[src/rtl/scurve_pkg.sv]
// Shared state encoding, default timing and counter helpers for the S-curve trigger counter.
package scurve_pkg;

   typedef enum logic [2:0] {
      ST_IDLE     = 3'd0,
      ST_PULSE    = 3'd1,
      ST_RAZ      = 3'd2,
      ST_GAP      = 3'd3,
      ST_WR_PULSE = 3'd4,
      ST_WR_TRIG  = 3'd5,
      ST_DONE     = 3'd6
   } scurve_state_e;

   localparam int unsigned DEF_PULSE_PERIOD = 2000;
   localparam int unsigned DEF_PULSE_WIDTH  = 40;
   localparam int unsigned DEF_WINDOW       = 200;
   localparam int unsigned DEF_RAZ_WIDTH    = 8;
   localparam int unsigned DEF_SYNC_STAGES  = 2;

   function automatic logic [15:0] sat_inc16(input logic [15:0] v);
      sat_inc16 = (v == 16'hFFFF) ? v : v + 16'd1;
   endfunction

endpackage

[src/rtl/scurve_trigger_counter_if.sv]
// FIFO write port between the S-curve trigger counter (master) and the data FIFO (slave).
interface scurve_trigger_counter_if;

   logic [15:0] Fifo_Din;
   logic        Fifo_Wr_En;
   logic        Fifo_Full;

   modport master (output Fifo_Din, output Fifo_Wr_En, input Fifo_Full);
   modport slave  (input Fifo_Din, input Fifo_Wr_En, output Fifo_Full);

endinterface

[src/rtl/trigger_sync_edge.sv]
// Synchronises the OR of the discriminator outputs and emits a registered one-cycle
// pulse on each rising edge, SYNC_STAGES+1 cycles after the pin edge.
module trigger_sync_edge #(
   parameter int unsigned SYNC_STAGES = 2
) (
   input  logic       Clk,
   input  logic       reset,
   input  logic [2:0] trig_i,
   output logic       edge_o
);

   logic [SYNC_STAGES-1:0] sync_q;
   logic                   last_q;
   logic                   edge_q;

   always_ff @(posedge Clk) begin
      if (reset) begin
         sync_q <= '0;
         last_q <= 1'b0;
         edge_q <= 1'b0;
      end else begin
         sync_q <= {sync_q[SYNC_STAGES-2:0], |trig_i};
         last_q <= sync_q[SYNC_STAGES-1];
         edge_q <= sync_q[SYNC_STAGES-1] & ~last_q;
      end
   end

   assign edge_o = edge_q;

endmodule

[src/rtl/scurve_trigger_counter.sv]
// Single-DAC-point S-curve engine: fires CPT_MAX injection pulses, counts windowed triggers,
// writes pulse/trigger counts to the FIFO. Define SCURVE_MULTI_HIT_EN to count every edge in a window.
module scurve_trigger_counter
   import scurve_pkg::*;
#(
   parameter int unsigned PULSE_PERIOD = DEF_PULSE_PERIOD,
   parameter int unsigned PULSE_WIDTH  = DEF_PULSE_WIDTH,
   parameter int unsigned WINDOW       = DEF_WINDOW,
   parameter int unsigned RAZ_WIDTH    = DEF_RAZ_WIDTH,
   parameter int unsigned SYNC_STAGES  = DEF_SYNC_STAGES
) (
   input  logic                      Clk,
   input  logic                      reset,
   input  logic                      Single_Test_Start,
   input  logic [15:0]               CPT_MAX,
   input  logic [2:0]                Trigger_In,
   output logic                      CTest_Pulse,
   output logic                      Raz_Chn,
   scurve_trigger_counter_if.master  fifo,
   output logic                      Single_Test_Done,
   output logic                      Busy
);

   localparam logic [15:0] WIN_LAST = 16'(WINDOW - 1);
   localparam logic [15:0] RAZ_LAST = 16'(WINDOW + RAZ_WIDTH - 1);
   localparam logic [15:0] PER_LAST = 16'(PULSE_PERIOD - 1);
   localparam logic [15:0] PW_CNT   = 16'(PULSE_WIDTH);

   scurve_state_e state_q;
   logic [15:0]   per_q;
   logic [15:0]   cpt_q;
   logic [15:0]   pulse_q;
   logic [15:0]   trig_q;
   logic          hit_q;
   logic          ctest_q;
   logic          raz_q;
   logic [15:0]   din_q;
   logic          wr_q;
   logic          done_q;
   logic          busy_q;
   logic          edge_s;

   trigger_sync_edge #(.SYNC_STAGES(SYNC_STAGES)) u_sync (
      .Clk    (Clk),
      .reset  (reset),
      .trig_i (Trigger_In),
      .edge_o (edge_s)
   );

   // Control FSM; every output is registered and aligned with the state it belongs to.
   always_ff @(posedge Clk) begin
      if (reset) begin
         state_q <= ST_IDLE;
         per_q   <= 16'd0;
         cpt_q   <= 16'd0;
         pulse_q <= 16'd0;
         trig_q  <= 16'd0;
         hit_q   <= 1'b0;
         ctest_q <= 1'b0;
         raz_q   <= 1'b0;
         din_q   <= 16'd0;
         wr_q    <= 1'b0;
         done_q  <= 1'b0;
         busy_q  <= 1'b0;
      end else begin
         wr_q   <= 1'b0;
         done_q <= 1'b0;
         case (state_q)
            ST_IDLE: begin
               if (Single_Test_Start) begin
                  cpt_q   <= CPT_MAX;
                  pulse_q <= 16'd0;
                  trig_q  <= 16'd0;
                  hit_q   <= 1'b0;
                  per_q   <= 16'd0;
                  busy_q  <= 1'b1;
                  if (CPT_MAX == 16'd0) begin
                     din_q   <= 16'd0;
                     state_q <= ST_WR_PULSE;
                  end else begin
                     ctest_q <= 1'b1;
                     state_q <= ST_PULSE;
                  end
               end else begin
                  busy_q <= 1'b0;
               end
            end
            ST_PULSE: begin
               if (edge_s) begin
`ifdef SCURVE_MULTI_HIT_EN
                  trig_q <= sat_inc16(trig_q);
`else
                  if (!hit_q) begin
                     trig_q <= sat_inc16(trig_q);
                     hit_q  <= 1'b1;
                  end else begin
                     trig_q <= trig_q;
                  end
`endif
               end else begin
                  trig_q <= trig_q;
               end
               per_q <= per_q + 16'd1;
               // A late edge on the final window cycle is counted above before hit_q is cleared here.
               if (per_q == WIN_LAST) begin
                  pulse_q <= pulse_q + 16'd1;
                  hit_q   <= 1'b0;
                  ctest_q <= 1'b0;
                  raz_q   <= 1'b1;
                  state_q <= ST_RAZ;
               end else begin
                  ctest_q <= ((per_q + 16'd1) < PW_CNT);
               end
            end
            ST_RAZ: begin
               per_q <= per_q + 16'd1;
               if (per_q == RAZ_LAST) begin
                  raz_q   <= 1'b0;
                  state_q <= ST_GAP;
               end else begin
                  raz_q <= 1'b1;
               end
            end
            ST_GAP: begin
               if (per_q == PER_LAST) begin
                  per_q <= 16'd0;
                  if (pulse_q == cpt_q) begin
                     din_q   <= pulse_q;
                     state_q <= ST_WR_PULSE;
                  end else begin
                     ctest_q <= 1'b1;
                     state_q <= ST_PULSE;
                  end
               end else begin
                  per_q <= per_q + 16'd1;
               end
            end
            ST_WR_PULSE: begin
               if (!fifo.Fifo_Full) begin
                  wr_q    <= 1'b1;
                  state_q <= ST_WR_TRIG;
               end else begin
                  wr_q <= 1'b0;
               end
            end
            ST_WR_TRIG: begin
               din_q <= trig_q;
               if (!fifo.Fifo_Full) begin
                  wr_q    <= 1'b1;
                  done_q  <= 1'b1;
                  state_q <= ST_DONE;
               end else begin
                  wr_q <= 1'b0;
               end
            end
            ST_DONE: begin
               busy_q  <= 1'b0;
               state_q <= ST_IDLE;
            end
            default: begin
               ctest_q <= 1'b0;
               raz_q   <= 1'b0;
               busy_q  <= 1'b0;
               state_q <= ST_IDLE;
            end
         endcase
      end
   end

   assign CTest_Pulse      = ctest_q;
   assign Raz_Chn          = raz_q;
   assign fifo.Fifo_Din    = din_q;
   assign fifo.Fifo_Wr_En  = wr_q;
   assign Single_Test_Done = done_q;
   assign Busy             = busy_q;

endmodule

[src/flat_wrapper.sv]
// flat-port wrapper written by rule: the top's interface ports become plain ports
module scurve_trigger_counter_flat import scurve_pkg::*;
#(
   parameter int unsigned PULSE_PERIOD = DEF_PULSE_PERIOD,
   parameter int unsigned PULSE_WIDTH  = DEF_PULSE_WIDTH,
   parameter int unsigned WINDOW       = DEF_WINDOW,
   parameter int unsigned RAZ_WIDTH    = DEF_RAZ_WIDTH,
   parameter int unsigned SYNC_STAGES  = DEF_SYNC_STAGES
)
  (Clk, reset, Single_Test_Start, CPT_MAX, Trigger_In, CTest_Pulse, Raz_Chn, Single_Test_Done, Busy, fifo_Fifo_Din, fifo_Fifo_Wr_En, fifo_Fifo_Full);
  scurve_trigger_counter_if fifo_i ();
  input  logic Clk;
  input  logic reset;
  input  logic Single_Test_Start;
  input  logic [15:0] CPT_MAX;
  input  logic [2:0] Trigger_In;
  output logic CTest_Pulse;
  output logic Raz_Chn;
  output logic Single_Test_Done;
  output logic Busy;
  output wire logic [$bits(fifo_i.Fifo_Din)-1:0] fifo_Fifo_Din;
  output wire logic [$bits(fifo_i.Fifo_Wr_En)-1:0] fifo_Fifo_Wr_En;
  input wire logic [$bits(fifo_i.Fifo_Full)-1:0] fifo_Fifo_Full;
  assign fifo_Fifo_Din = fifo_i.Fifo_Din;
  assign fifo_Fifo_Wr_En = fifo_i.Fifo_Wr_En;
  assign fifo_i.Fifo_Full = fifo_Fifo_Full;
  scurve_trigger_counter #(.PULSE_PERIOD(PULSE_PERIOD), .PULSE_WIDTH(PULSE_WIDTH), .WINDOW(WINDOW), .RAZ_WIDTH(RAZ_WIDTH), .SYNC_STAGES(SYNC_STAGES)) u_core (.Clk(Clk), .reset(reset), .Single_Test_Start(Single_Test_Start), .CPT_MAX(CPT_MAX), .Trigger_In(Trigger_In), .CTest_Pulse(CTest_Pulse), .Raz_Chn(Raz_Chn), .fifo(fifo_i), .Single_Test_Done(Single_Test_Done), .Busy(Busy));
endmodule
[config.mk]
export PLATFORM = sky130hd
export DESIGN_NAME = scurve_trigger_counter_flat
export DESIGN_NICKNAME = d
export VERILOG_FILES = /design/src/rtl/scurve_pkg.sv /design/src/rtl/scurve_trigger_counter_if.sv /design/src/rtl/trigger_sync_edge.sv /design/src/rtl/scurve_trigger_counter.sv /design/src/flat_wrapper.sv
export SDC_FILE = /design/constraint.sdc
export NUM_CORES = 1
export LEC_CHECK = 0
export CAP_MARGIN = 40
export CORE_MARGIN = 4
export CORE_UTILIZATION = 40
export CTS_CLUSTER_DIAMETER = 150
export DETAILED_ROUTE_END_ITERATION = 8
export SYNTH_ARGS = -nofsm -noshare
export SYNTH_HDL_FRONTEND = slang
export SYNTH_SLANG_ARGS = --single-unit
[constraint.sdc]
create_clock -name Clk -period 3.5 [get_ports Clk]
set_clock_uncertainty 0.2 [all_clocks]
set_input_delay 0.7 -clock Clk [delete_from_list [all_inputs] [get_ports Clk]]
set_output_delay 0.7 -clock Clk [all_outputs]
set_load 0.02 [all_outputs]
==> results by group, run 1 <==
Global routing
  – GRT Resource Usage Total: between 10% and 20%
  – Largest net degree at the start of global routing: 44
  – Remaining Overflow, GRT: 0
  – Initial antenna violation count: 0
  – First-pass GRT wire length: ~20000 um
  – Vias in the first global route: between 3000 and 4000

Final layout
  – Area delta synth->final: 16.99%
  – Final net count: 638
  – Post-layout util: 48.34%
  – Fill cells: 1125
  – Register area: 1862 sq um
  – Antenna diodes: 0
  – Share of layout cells above drive strength 1: just over 7%
  – Multi-input logic area: between 2000 and 3000 sq um
  – Design Area, Final: roughly 5600 sq um

Synth
  – Post-synthesis sequential area ratio: 38.96%
  – Mapped Cells: approximately 590
  – Syn nets: 615
  – Yosys reg bits: 93
  – Post-synth EDFFs: 0
  – Yosys cell types: 56
  – Ys Warns: 0
  – Post-Syn Area: between 4000 and 5000 sq um
  – Top FF cell, synth: dfxtp_1
  – Asr flop ratio synth: 0%
  – Syn Area/Cell: 8.113 sq um

Clock tree
  – Clk sink count: 93
  – # resized after CTS: 0
  – TritonCTS Buffers: 9
  – Clk slew on worst S/H paths: roughly 0.060 ns
  – Depth of the CTS H-tree: 3
  – Hold_buf cts: 0
  – Maximum clock path buffer count: 2
  – CTS tree: yes
  – Post-CTS Setup Repair Bufs: 0
  – Clock Latency Late Sink: 0.34 ns
  – CTS root buffer: clkbuf_16

Floorplan
  – Core area: 11560 sq um
  – Die area: 13760 sq um
  – Initial Util: 41.32%
  – Die width: 117.3 um
  – Std cell rows: 39
  – Die height: 117.3 um
  – # IOs: 44

Placed design
  – Port-buffer cells: 43
  – Gpl congestion: a little over 0.8
  – Pre-CTS setup slack: 0.4242 ns
  – Post-DP HPWL: 8437 um
  – Cell Area, Placed: 5291 sq um

Worst hold path
  – Worst Hold Path Cells: 1
  – Worst hold path type: flip-flop to flip-flop

Setup path
  – R2R setup slack: around 0.81 ns
  – Worst path slowest cell: or4_1
  – Worst Path Max Fanout: 32
  – Critical Path, Cell by Cell: clkdlybuf4s50_1, or4_1, nor4_1, buf_4, a211o_1, buf_12, a21oi_1, a311oi_1
  – Crit path largest cell delay: roughly 0.52 ns
  – Req. time, crit path: 3.55 ns
  – Critical path startpoint: CPT_MAX[11]
  – Critical Path AT: ~2.8 ns
  – CP Capture Point: u_core.fifo.Fifo_Din[12]$_SDFFE_PP0P_
  – Setup crit end kind: flip-flop
  – CP startpoint kind: input pin
  – R2r startpoint: u_core.per_q[8]$_SDFFE_PP0P_
  – Setup CP Type: input pin to flip-flop
  – R2R cell count: 6
  – End of the worst register-to-register path: u_core.CTest_Pulse$_SDFFE_PP0P_

Route
  – Post-route ant nets: 0
  – DRC: 0
  – Avg WL per Cell: 15.48 um
  – Vias: 4294
  – DR vias/cell: 5.665
  – Drt pass-1 iters: 4
  – Initial DRC count: 282
  – Post-Route WL: 11740 um

Job
  – MaxCap Viol Count: 0

Timing
  – Fmax: 367.7 MHz
  – Final Slew Violations: 0
  – Slew HR: about half
  – Unrepaired setup endpoints after global routing: false
  – Setup TNS: 0 ns
  – Crit path time final: 2.719 ns
  – Worst-Margin Slew: 0.7538 ns
  – Final Cycle Share: ~78%
  – Final hold slack: around 0.19 ns
  – Worst setup margin: 0.7807 ns
  – Final hold vios: 0
  – Endpoints failing setup: 0

Power
  – Pwr Density: 537.2 nW/um^2
  – Max rail drop VDD: 0.3088 mV
  – Leak: approximately 1.8 nW

Status
  – Status: finished clean
[critical path, delay by kind of cell]
| kind | cells | cell delay (ns) |
|---|---|---|
| buffers and inverters | 3 | 0.78 |
| AND/OR/NAND/NOR | 2 | 0.79 |
| AO/OA/AOI/OAI | 3 | 0.49 |
[cell usage in the layout, fill, tap and decap left out, drive strengths merged, types with 5 or more instances in the layout]
cell and instances:
xnor2 21, and2 7, nor2 66, a22oi 19
o21ai 19, clkbuf 11, or4 5, a21oi 60
nand3 19, a31oi 6, and3 6, dfxtp 93
inv 8, o211ai 6, clkdlybuf4s50 42, a311oi 19
nor3 16, or3 12, nand4 9, buf 13
xor2 21, nand2 66, nor4 18
[power breakdown]
| part | switching, W | internal, W |
|---|---|---|
| clock | 0.000397 | 0.000586 |
| combinational | 0.000519 | 0.000295 |
| sequential | 0.0000723 | 0.00113 |
[sequential cells by signal (all words and copies together), names as in the netlist]
| register | cells |
|---|---|
| u_core.Busy | 1 |
| u_core.CTest_Pulse | 1 |
| u_core.Raz_Chn | 1 |
| u_core.Single_Test_Done | 1 |
| u_core.cpt_q | 16 |
| u_core.fifo.Fifo_Din | 16 |
| u_core.fifo.Fifo_Wr_En | 1 |
| u_core.hit_q | 1 |
| u_core.per_q | 16 |
| u_core.pulse_q | 16 |
| u_core.state_q | 3 |
| u_core.trig_q | 16 |
| u_core.u_sync.edge_o | 1 |
| u_core.u_sync.last_q | 1 |
| u_core.u_sync.sync_q | 2 |
[how the worst min path moves through the flow]
stage | startpoint | to | slack, ns
final | u_core.u_sync.last_q$_SDFF_PP0_ | u_core.u_sync.edge_o$_SDFF_PP0_ | 0.19
after global routing | u_core.u_sync.last_q$_SDFF_PP0_ | u_core.u_sync.edge_o$_SDFF_PP0_ | 0.20
after CTS | u_core.u_sync.last_q$_SDFF_PP0_ | u_core.u_sync.edge_o$_SDFF_PP0_ | 0.18
after detailed placement | u_core.u_sync.last_q$_SDFF_PP0_ | u_core.u_sync.edge_o$_SDFF_PP0_ | 0.18
after global placement | u_core.u_sync.last_q$_SDFF_PP0_ | u_core.u_sync.edge_o$_SDFF_PP0_ | 0.18
after floorplan | u_core.u_sync.last_q$_SDFF_PP0_ | u_core.u_sync.edge_o$_SDFF_PP0_ | 0.17
[through the flow]
stage	power, W	instances
6_report	0.003003	758
5_1_grt	0.003182	758
2_1_floorplan	0.001806	589
3_5_place_dp	0.002038	744
4_1_cts	0.003027	758
3_3_place_gp	0.002020	744
[routing by layer]
layer / vias to the layer above / part of all wire [%] / track usage, %
met4: 0 / 1.5 / 6.040
met5: - / 0 / 0
met2: 91 / 42 / 25.26
met1: 2008 / 52 / 27.38
li1: 2182 / - / -
met3: 13 / 4.2 / 3.033
[Yosys cell counts, drive strengths merged (7+ instances only)]
cell type,count,area (sq um)
a21oi,60,307.8
a22oi,19,142.6
a311oi,19,166.4
and2,7,43.79
buf,13,81.32
clkbuf,30,112.6
dfxtp,93,1862
inv,8,30.03
nand2,66,247.7
nand3,19,95.09
nand4,9,56.30
nor2,66,247.7
nor3,16,91.34
nor4,18,161.4
o21ai,19,95.09
or3,12,75.07
xnor2,21,183.9
xor2,21,183.9
[cells by family (layout without fill, tap and decap cells)]
family | after synthesis | in the layout | synth area share, %
xor+xnor | 42 | 42 | 7.699
buf+inv | 51 | 77 | 4.687
compound gates | 147 | 147 | 19.69
fa+ha+maj | 3 | 3 | 0.7856
mux | 2 | 2 | 0.4190
flops | 93 | 93 | 38.96
simple gates | 251 | 251 | 27.76
[final cells by class]
class | instances | area share, %
Clock inverter | 3 | 0.8281
Multi-Input combinational cell | 445 | 48.16
Sequential cell | 93 | 33.30
Inverter | 8 | 0.5372
Clock buffer | 11 | 4.521
Tap cell | 143 | 3.201
Timing Repair Buffer | 55 | 9.445
(Power assumes the default switching activity.)
==> run 2, diff against run 1 <==
- clock period: 3.5 -> 2.6 ns (I/O delays scaled with it)
==> results by group, run 2 (same netlist as run 1, synthesis figures left out) <==
Timing
  – Final hold vios: 0
  – Final Cycle Share: 96.23%
  – Crit path time final: between 2 and 3 ns
  – Final Slew Violations: 0
  – Final hold slack: 0.1842 ns
  – Worst-Margin Slew: between 0.8 and 0.9 ns
  – Fmax: about 400 MHz
  – Slew HR: between 40 and 50%
  – Endpoints failing setup: 0

Final layout
  – Commonest cells after routing, fill and taps aside: 93 x dfxtp_1, 66 x nand2_1, 65 x nor2_1, 58 x a21oi_1, 46 x buf_4
  – Final net count: 676
  – Most common cell after layout, fill and taps aside: dfxtp_1
  – Area delta synth->final: 24.85%
  – Design Area, Final: 5966 sq um
  – Antenna diodes: 0
  – Fill cells: 1098
  – Final cell count without fillers: approximately 800
  – Share of layout cells above drive strength 1: 13.44%

Setup path
  – Req. time, crit path: 2.62 ns
  – CP startpoint kind: flip-flop
  – Critical Path AT: 2.53 ns
  – Worst Path Max Fanout: 14
  – Critical Path, Cell by Cell: ha_1, or4b_1, nor4_4, buf_4, a21oi_4, nor4_2, xnor2_1, nor2_1
  – Setup crit end kind: flip-flop
  – Crit path largest cell delay: 0.49 ns
  – Critical path's top delay family: simple AND/OR/NAND/NOR gates
  – Setup CP Type: flip-flop to flip-flop
  – Worst path slowest cell: or4b_1
  – CP bufs+invs: 1

Power
  – Max rail drop VDD: ~0.37 mV
  – Pwr Density: 695.7 nW/um^2
  – Leak: 2.070 nW
  – Tot Pwr: 0.004150 W

Clock tree
  – Maximum clock path buffer count: 2
  – TritonCTS Buffers: 9
  – CTS root buffer: clkbuf_16
  – Clock Latency Late Sink: 0.35 ns
  – Hold_buf cts: 0
  – Depth of the CTS H-tree: 3
  – Clk slew on worst S/H paths: 0.06 ns
  – CTS tree: yes
  – Clk sink count: 93

Route
  – Vias: 4469
  – DRC: 0
  – Initial DRC count: 343
  – Post-route ant nets: 0
  – Post-Route WL: approximately 12000 um
  – DR vias/cell: ~5.6
  – Avg WL per Cell: 15.57 um
  – Drt pass-1 iters: 5

Global routing
  – First-pass GRT wire length: 20560 um
  – Vias in the first global route: 4152
  – Initial antenna violation count: 0
  – GRT Resource Usage Total: a little under a fifth
  – Largest net degree at the start of global routing: between 40 and 50
  – Remaining Overflow, GRT: 0

Floorplan
  – Die width: 117.3 um
  – Core area: 11560 sq um
  – # IOs: 44
  – Die area: 13760 sq um
  – Initial Util: about two fifths
  – Die height: 117.3 um
  – Std cell rows: 39

Status
  – Status: finished clean

Placed design
  – Post-DP HPWL: between 9000 and 10000 um
  – Cell Area, Placed: 5587 sq um
  – Port-buffer cells: 43
  – DP Cell Count: 780
  – Gpl congestion: 0.8355

Job
  – MaxCap Viol Count: 0

Worst hold path
  – Worst hold path type: flip-flop to flip-flop
run 2: cell type report:
class / count / area, sq um / share of cell area [%]
Clock buffer: 10 / 229.0 / 3.838
Timing Repair Buffer: 93 / 855.8 / 14.35
Multi-Input combinational cell: 445 / 2739 / 45.91
Clock inverter: 6 / 71.32 / 1.195
Sequential cell: 93 / 1862 / 31.21
Tap cell: 143 / 178.9 / 2.999
Inverter: 8 / 30.03 / 0.5034
run 2: path summary, 6_finish.rpt:
path	from	end	slack, ns	depth (start not counted)
worst max-delay path	u_core.per_q[1]$_SDFFE_PP0P_	u_core.pulse_q[9]$_SDFFE_PP0P_	0.1	8
worst min-delay path	u_core.u_sync.last_q$_SDFF_PP0_	u_core.u_sync.edge_o$_SDFF_PP0_	0.18	1
worst max register to register	u_core.per_q[1]$_SDFFE_PP0P_	u_core.pulse_q[9]$_SDFFE_PP0P_	0.1	8
worst min register to register	u_core.u_sync.last_q$_SDFF_PP0_	u_core.u_sync.edge_o$_SDFF_PP0_	0.18	1
run 2: worst reg2reg max path, cell delays in order, from the launching register on:
cell,delay [ns]
dfxtp_1,0.39
ha_1,0.21
or4b_1,0.49
nor4_4,0.22
buf_4,0.18
a21oi_4,0.14
nor4_2,0.34
xnor2_1,0.16
nor2_1,0.06
run 2: metrics by stage:
stage          TNS [ns]  utilization (%)  setup WS (ns)
6_report              0            51.59        0.09797
5_1_grt        -0.02249            51.59       -0.01132
4_1_cts               0            50.90        0.05485
3_5_place_dp     -4.744            48.31        -0.3124
3_3_place_gp     -2.942            48.31        -0.1812
2_1_floorplan         0                -         0.2116
run 2: where the power goes:
part	switching (W)	internal [W]	total [W]
combinational	0.000741	0.000463	0.00120
clock	0.000577	0.000756	0.00133
sequential	0.0000881	0.00153	0.00161
total	0.00141	0.00274	0.00415
run 2: routing by layer:
layer,vias up,track usage [%],routed length [um]
li1,2256,-,-
met1,2081,27.80,6273
met2,114,27.45,5313
met3,18,3.239,588
met4,0,7.569,247
met5,-,0,0
run 2: repair_timing:
action                                  in CTS  in global routing
endpoints found under the setup margin       0                 23
gates resized for setup                      0                  7
buffers inserted                             0                  1
==> run 3, diff against run 2 <==
- CORE_ASPECT_RATIO: default -> 1.5
- TNS_END_PERCENT: default -> 20
==> results by group, run 3 (same netlist as run 1, synthesis figures left out) <==
Global routing
  – GRT Resource Usage Total: 18.93%
  – Initial antenna violation count: 0
  – Remaining Overflow, GRT: 0
  – Vias in the first global route: 4358
  – Largest net degree at the start of global routing: 63
  – First-pass GRT wire length: approximately 21000 um

Power
  – Comb pwr share: between 20% and 30%
  – Max rail drop VDD: 0.4091 mV
  – Pwr Density: 703.1 nW/um^2
  – Sequential power share: 38.4%
  – Clock network power share: about a third
  – Total net switching power: ~0.0014 W
  – P_int: 0.002806 W
  – Leak: 2.083 nW
  – Tot Pwr: between 0.004 and 0.005 W
  – Sw Ratio: 33.52%

Final layout
  – Final cell count without fillers: 807
  – Area delta synth->final: 25.64%
  – Commonest cells after routing, fill and taps aside: 92 x dfxtp_1, 66 x nor2_1, 66 x nand2_1, 58 x a21oi_1, 46 x buf_4
  – Final net count: 678
  – Post-layout util: 51.79%
  – Share of layout cells above drive strength 1: 13.70%
  – Antenna diodes: 0
  – Most common cell after layout, fill and taps aside: dfxtp_1

Route
  – Drt pass-1 iters: 4
  – Avg WL per Cell: ~16 um
  – DR vias/cell: 5.668
  – DRC: 0
  – Post-Route WL: around 13000 um
  – Post-route ant nets: 0
  – Vias: 4574
  – Initial DRC count: between 150 and 200

Setup path
  – R2R cell count: 8
  – Worst Path Max Fanout: 16
  – CP startpoint kind: input pin
  – Req. time, crit path: ~2.6 ns
  – Setup CP Type: input pin to flip-flop
  – Critical Path AT: 2.51 ns
  – Setup crit end kind: flip-flop

Worst hold path
  – Worst hold path type: flip-flop to flip-flop
  – Worst Hold Path Cells: 1

Timing
  – Crit path time final: ~2.5 ns
  – Worst setup margin: 0.1373 ns
  – Slew HR: a little under half
  – Final hold vios: 0
  – Final Cycle Share: 94.72%
  – Final Slew Violations: 0
  – Setup TNS: 0 ns
  – Endpoints failing setup: 0
  – Worst-Margin Slew: 0.7907 ns
  – Fmax: 406.1 MHz

Clock tree
  – Maximum clock path buffer count: 2
  – TritonCTS Buffers: 9
  – Clk sink count: 93
  – CTS tree: yes
  – Clock Latency Late Sink: 0.34 ns
  – Clk slew on worst S/H paths: 0.06 ns
  – CTS root buffer: clkbuf_16
  – Depth of the CTS H-tree: 3

Floorplan
  – Die width: about 97 um
  – Core area: 11590 sq um
  – Initial Util: 41.22%
  – Std cell rows: 48
  – Die height: 141.9 um
  – # IOs: 44
  – Die area: 13790 sq um

Placed design
  – Port-buffer cells: 43
  – DP Cell Count: 789
  – Pre-CTS setup slack: -0.3310 ns
  – Post-DP HPWL: between 9000 and 10000 um
  – Gpl congestion: 0.8513

Job
  – MaxCap Viol Count: 0

Status
  – Status: finished clean
run 3: cell types whose count changed in the layout (fill, tap and decap cells not counted), sizes merged:
cell,delta
clkbuf,+1
inv,-1
clkinvlp,+1
buf,+2
clkinv,-1
run 3: routing by layer:
layer  share of wire [%]  wire length, um  track usage [%]
met3                 3.3              433            2.459
met2                  53             7024            35.08
met1                  40             5247            20.67
met5                   0                0                0
met4                 4.1              538            10.58
run 3: final timing paths:
path | start | to | slack, ns
min reg2reg | u_core.u_sync.last_q$_SDFF_PP0_ | u_core.u_sync.edge_o$_SDFF_PP0_ | 0.18
max reg2reg | u_core.per_q[1]$_SDFFE_PP0P_ | u_core.pulse_q[9]$_SDFFE_PP0P_ | 0.14
min | u_core.u_sync.last_q$_SDFF_PP0_ | u_core.u_sync.edge_o$_SDFF_PP0_ | 0.18
max | CPT_MAX[11] | u_core.fifo.Fifo_Din[11]$_SDFFE_PP0P_ | 0.14
run 3: what timing repair did:
action,in CTS,in global routing
hold buffers,0,0
resized for setup,0,6
setup endpoints to repair,0,20
buffers inserted,0,1
run 3: through the flow:
stage	hold slack, ns	cell area [sq um]
floorplan	0.1674	4778
global placement	0.1711	5635
detailed placement	0.1793	5635
CTS	0.1887	5937
global route	0.2135	6003
finish	0.1849	6003
run 3: final cells by class:
cell class / count / area (sq um)
sequential: 93 / 1863
fill: 1114 / 5588
tap: 150 / 187.7
multi-input combinational: 445 / 2725
clock buffer: 11 / 242.7
inverter: 8 / 30.03
clock inverter: 5 / 58.81
timing repair buffer: 95 / 895.9
run 3: worst max-delay path, stage by stage:
cell,delay (ns)
clkdlybuf4s50_1,0.42
or4_1,0.55
nor4_2,0.26
buf_4,0.17
a211o_4,0.13
buf_12,0.14
a21oi_1,0.07
a311oi_1,0.24
run 3: power groups by stage:
stage	clock (W)	combinational [W]	sequential [W]
floorplan	0	0.000787	0.00164
global placement	0	0.00123	0.00165
detailed placement	0	0.00125	0.00165
CTS	0.00136	0.00126	0.00162
global route	0.00142	0.00139	0.00163
finish	0.00134	0.00126	0.00162
==> variant (flow settings as in run 3) <==
Build with the macro `SCURVE_MULTI_HIT_EN` defined.
--- a/src/rtl/scurve_trigger_counter.sv
+++ b/src/rtl/scurve_trigger_counter.sv
@@ -1,4 +1,6 @@
 // Single-DAC-point S-curve engine: fires CPT_MAX injection pulses, counts windowed triggers,
 // writes pulse/trigger counts to the FIFO. Define SCURVE_MULTI_HIT_EN to count every edge in a window.
+`define SCURVE_MULTI_HIT_EN
+
 module scurve_trigger_counter
    import scurve_pkg::*;
Formal check against the unedited RTL: same outputs for any inputs over 10 cycles, from zero or initial values and one cycle with reset high; that may be too few to reach the edited logic, so the function may still have changed.
==> variant against run 3 <==
Synthesized area is 3.5% lower. Hold slack worse by 0.66 ps. Global-route usage rose by 0.72 points. Wire length is 4.0% lower. Highest routed layer unchanged. Setup slack lost 130 ps. Design area is 0.88% higher. Sequential cell count down 1. Via count down 1.4%. Total power increased by 20%.
==> variant: results (changes against run 3) <==
status=finished, final reports clean; share of cells above drive strength 1=16.0% (+2.3 points); antenna cell count=0 (unchanged); dpl hpwl=9480 µm (-2.5%); Routed WL=12,700 µm (-4.0%); Tightest Pin Transition=577 ps (-213 ps); top post-synthesis cells by area=dfxtp_1 (40%), nor2_1 (6.0%), a21oi_1 (5.3%), nand2_1 (5.2%), xor2_1 (5.1%); min-delay worst type=reg -> reg; max-slew violation count=0 (unchanged); post-CTS setup buffers=2 (+2); # port buffers=43 (unchanged); largest net degree at the start of global routing=50 (-21%); GRT overflow=0 (unchanged); register area share after synthesis=40.0% (+0.99 points); initial drt markers=172 (-5.0%); Cell variety after synth=52 (-7.1%); CP Data Arrival Time=2620 ps (+110 ps); Clock Root Buffer=clkbuf_16; post_cts resized=3 (+3); first drt pass iteration count=4 (unchanged); met1 WL=5030 µm (-4.2%); clock-pin transition on the worst setup and hold timing paths=60 ps (about the same); crit-path max cell delay=580 ps (+30 ps); CP Max Fanout=8 (-8); Fillers=1,067 (-4.2%); top sig layer=met4; first-pass GRT wire length=20,900 µm (-2.1%); H-tree depth=3 (unchanged); Avg WL per Cell=15.4 µm (-6.0%); Net Sw Frac=33.5% (about the same); routed wl met2=6820 µm (-2.9%); Worst Reg-to-Reg Cells=8 (unchanged); Power Density=834 nW/µm² (+19%); CP max-delay cell=or4_1; Leakage Power=2.21 nW (+5.9%); Cells after Synth=580 (-1.5%); commonest cells in the netlist=dfxtp_1 (92), nor2_1 (74), nand2_1 (64); gr usage total=19.6% (+0.72 points); DR vias=4,508 (-1.4%); placed insts=805 (+2.0%); Post-Place Worst Slack=-235 ps (+95.6 ps); nets=698 (+2.9%); CTS Buffer Depth=2 (unchanged); Clock group=0.00148 W (+10%); FFs w/ async S/R, synth=0% (unchanged); GPL Wtd Cong=0.813 (-4.5%); net count after synthesis=606 (-1.5%); Worst Hold Path Cells=1 (unchanged); Synthesis Warnings=0 (unchanged); Placed Area=5660 µm² (+0.51%); Worst-Skew Late Latency=340 ps (about the same); Peak supply drop=427 µV (+4.3%); DRT antenna net count=0 (unchanged); critical setup path kind=reg -> reg; met3 wire len=437 µm (+0.92%); Flop+latch power=0.00173 W (+7%)
## variant: cell count changes after synthesis, moves of 4 or more
cell	change
o211ai_1	-4
nor2b_1	+4
a311oi_1	-12
nor3b_1	+5
buf_2	-5
xnor2_1	-9
nor3_1	-6
a21oi_1	-9
xor2_1	+6
a211oi_1	+16
nand4_1	+8
o21ai_0	+8
nor2_1	+8
and3_1	+4
## variant: layer usage
layer  GRT usage [%]  up-vias
li1                -     2279
met1            21.5     2105
met2            34.8       90
met5               0        -
met3            3.78       34
met4            10.3        0
## variant: final cells by class
class	count	area [µm²]	share of cell area, %
multi-input combinational	442	2640	43.6
sequential	92	1850	30.5
timing repair buffer	120	1020	16.8
clock buffer	10	229	3.78
tap	147	184	3.04
clock inverter	6	110	1.82
inverter	7	26.3	0.434
## variant: through the flow
| stage | TNS (ps) | hold slack (ps) |
|---|---|---|
| 6_report | 0 | 184 |
| 4_1_cts | -131 | 186 |
| 3_5_place_dp | -3740 | 177 |
| 5_1_grt | -1490 | 193 |
| 3_3_place_gp | -2170 | 171 |
| 2_1_floorplan | 0 | 167 |
## variant: worst paths after layout
path | startpoint | to | slack [ps]
worst max-delay path | u_core.per_q[1] | u_core.per_q[12] | 8
worst min-delay path | u_core.u_sync.last_q | u_core.u_sync.edge_o | 180
worst max register to register | u_core.per_q[1] | u_core.per_q[12] | 8
worst min register to register | u_core.u_sync.last_q | u_core.u_sync.edge_o | 180
## variant: logic make-up after synthesis
kind of cell               count (synthesis)  share of synthesized area, %
AOI/OAI and AO/OA                        143                          19.9
xor gates and xnor gates                  39                          7.41
adders and majority gates                  3                         0.814
buffers and inverters                     47                          4.07
DFF                                       92                          40.0
muxes                                      4                         0.869
and+or+nand+nor                          252                          27.0
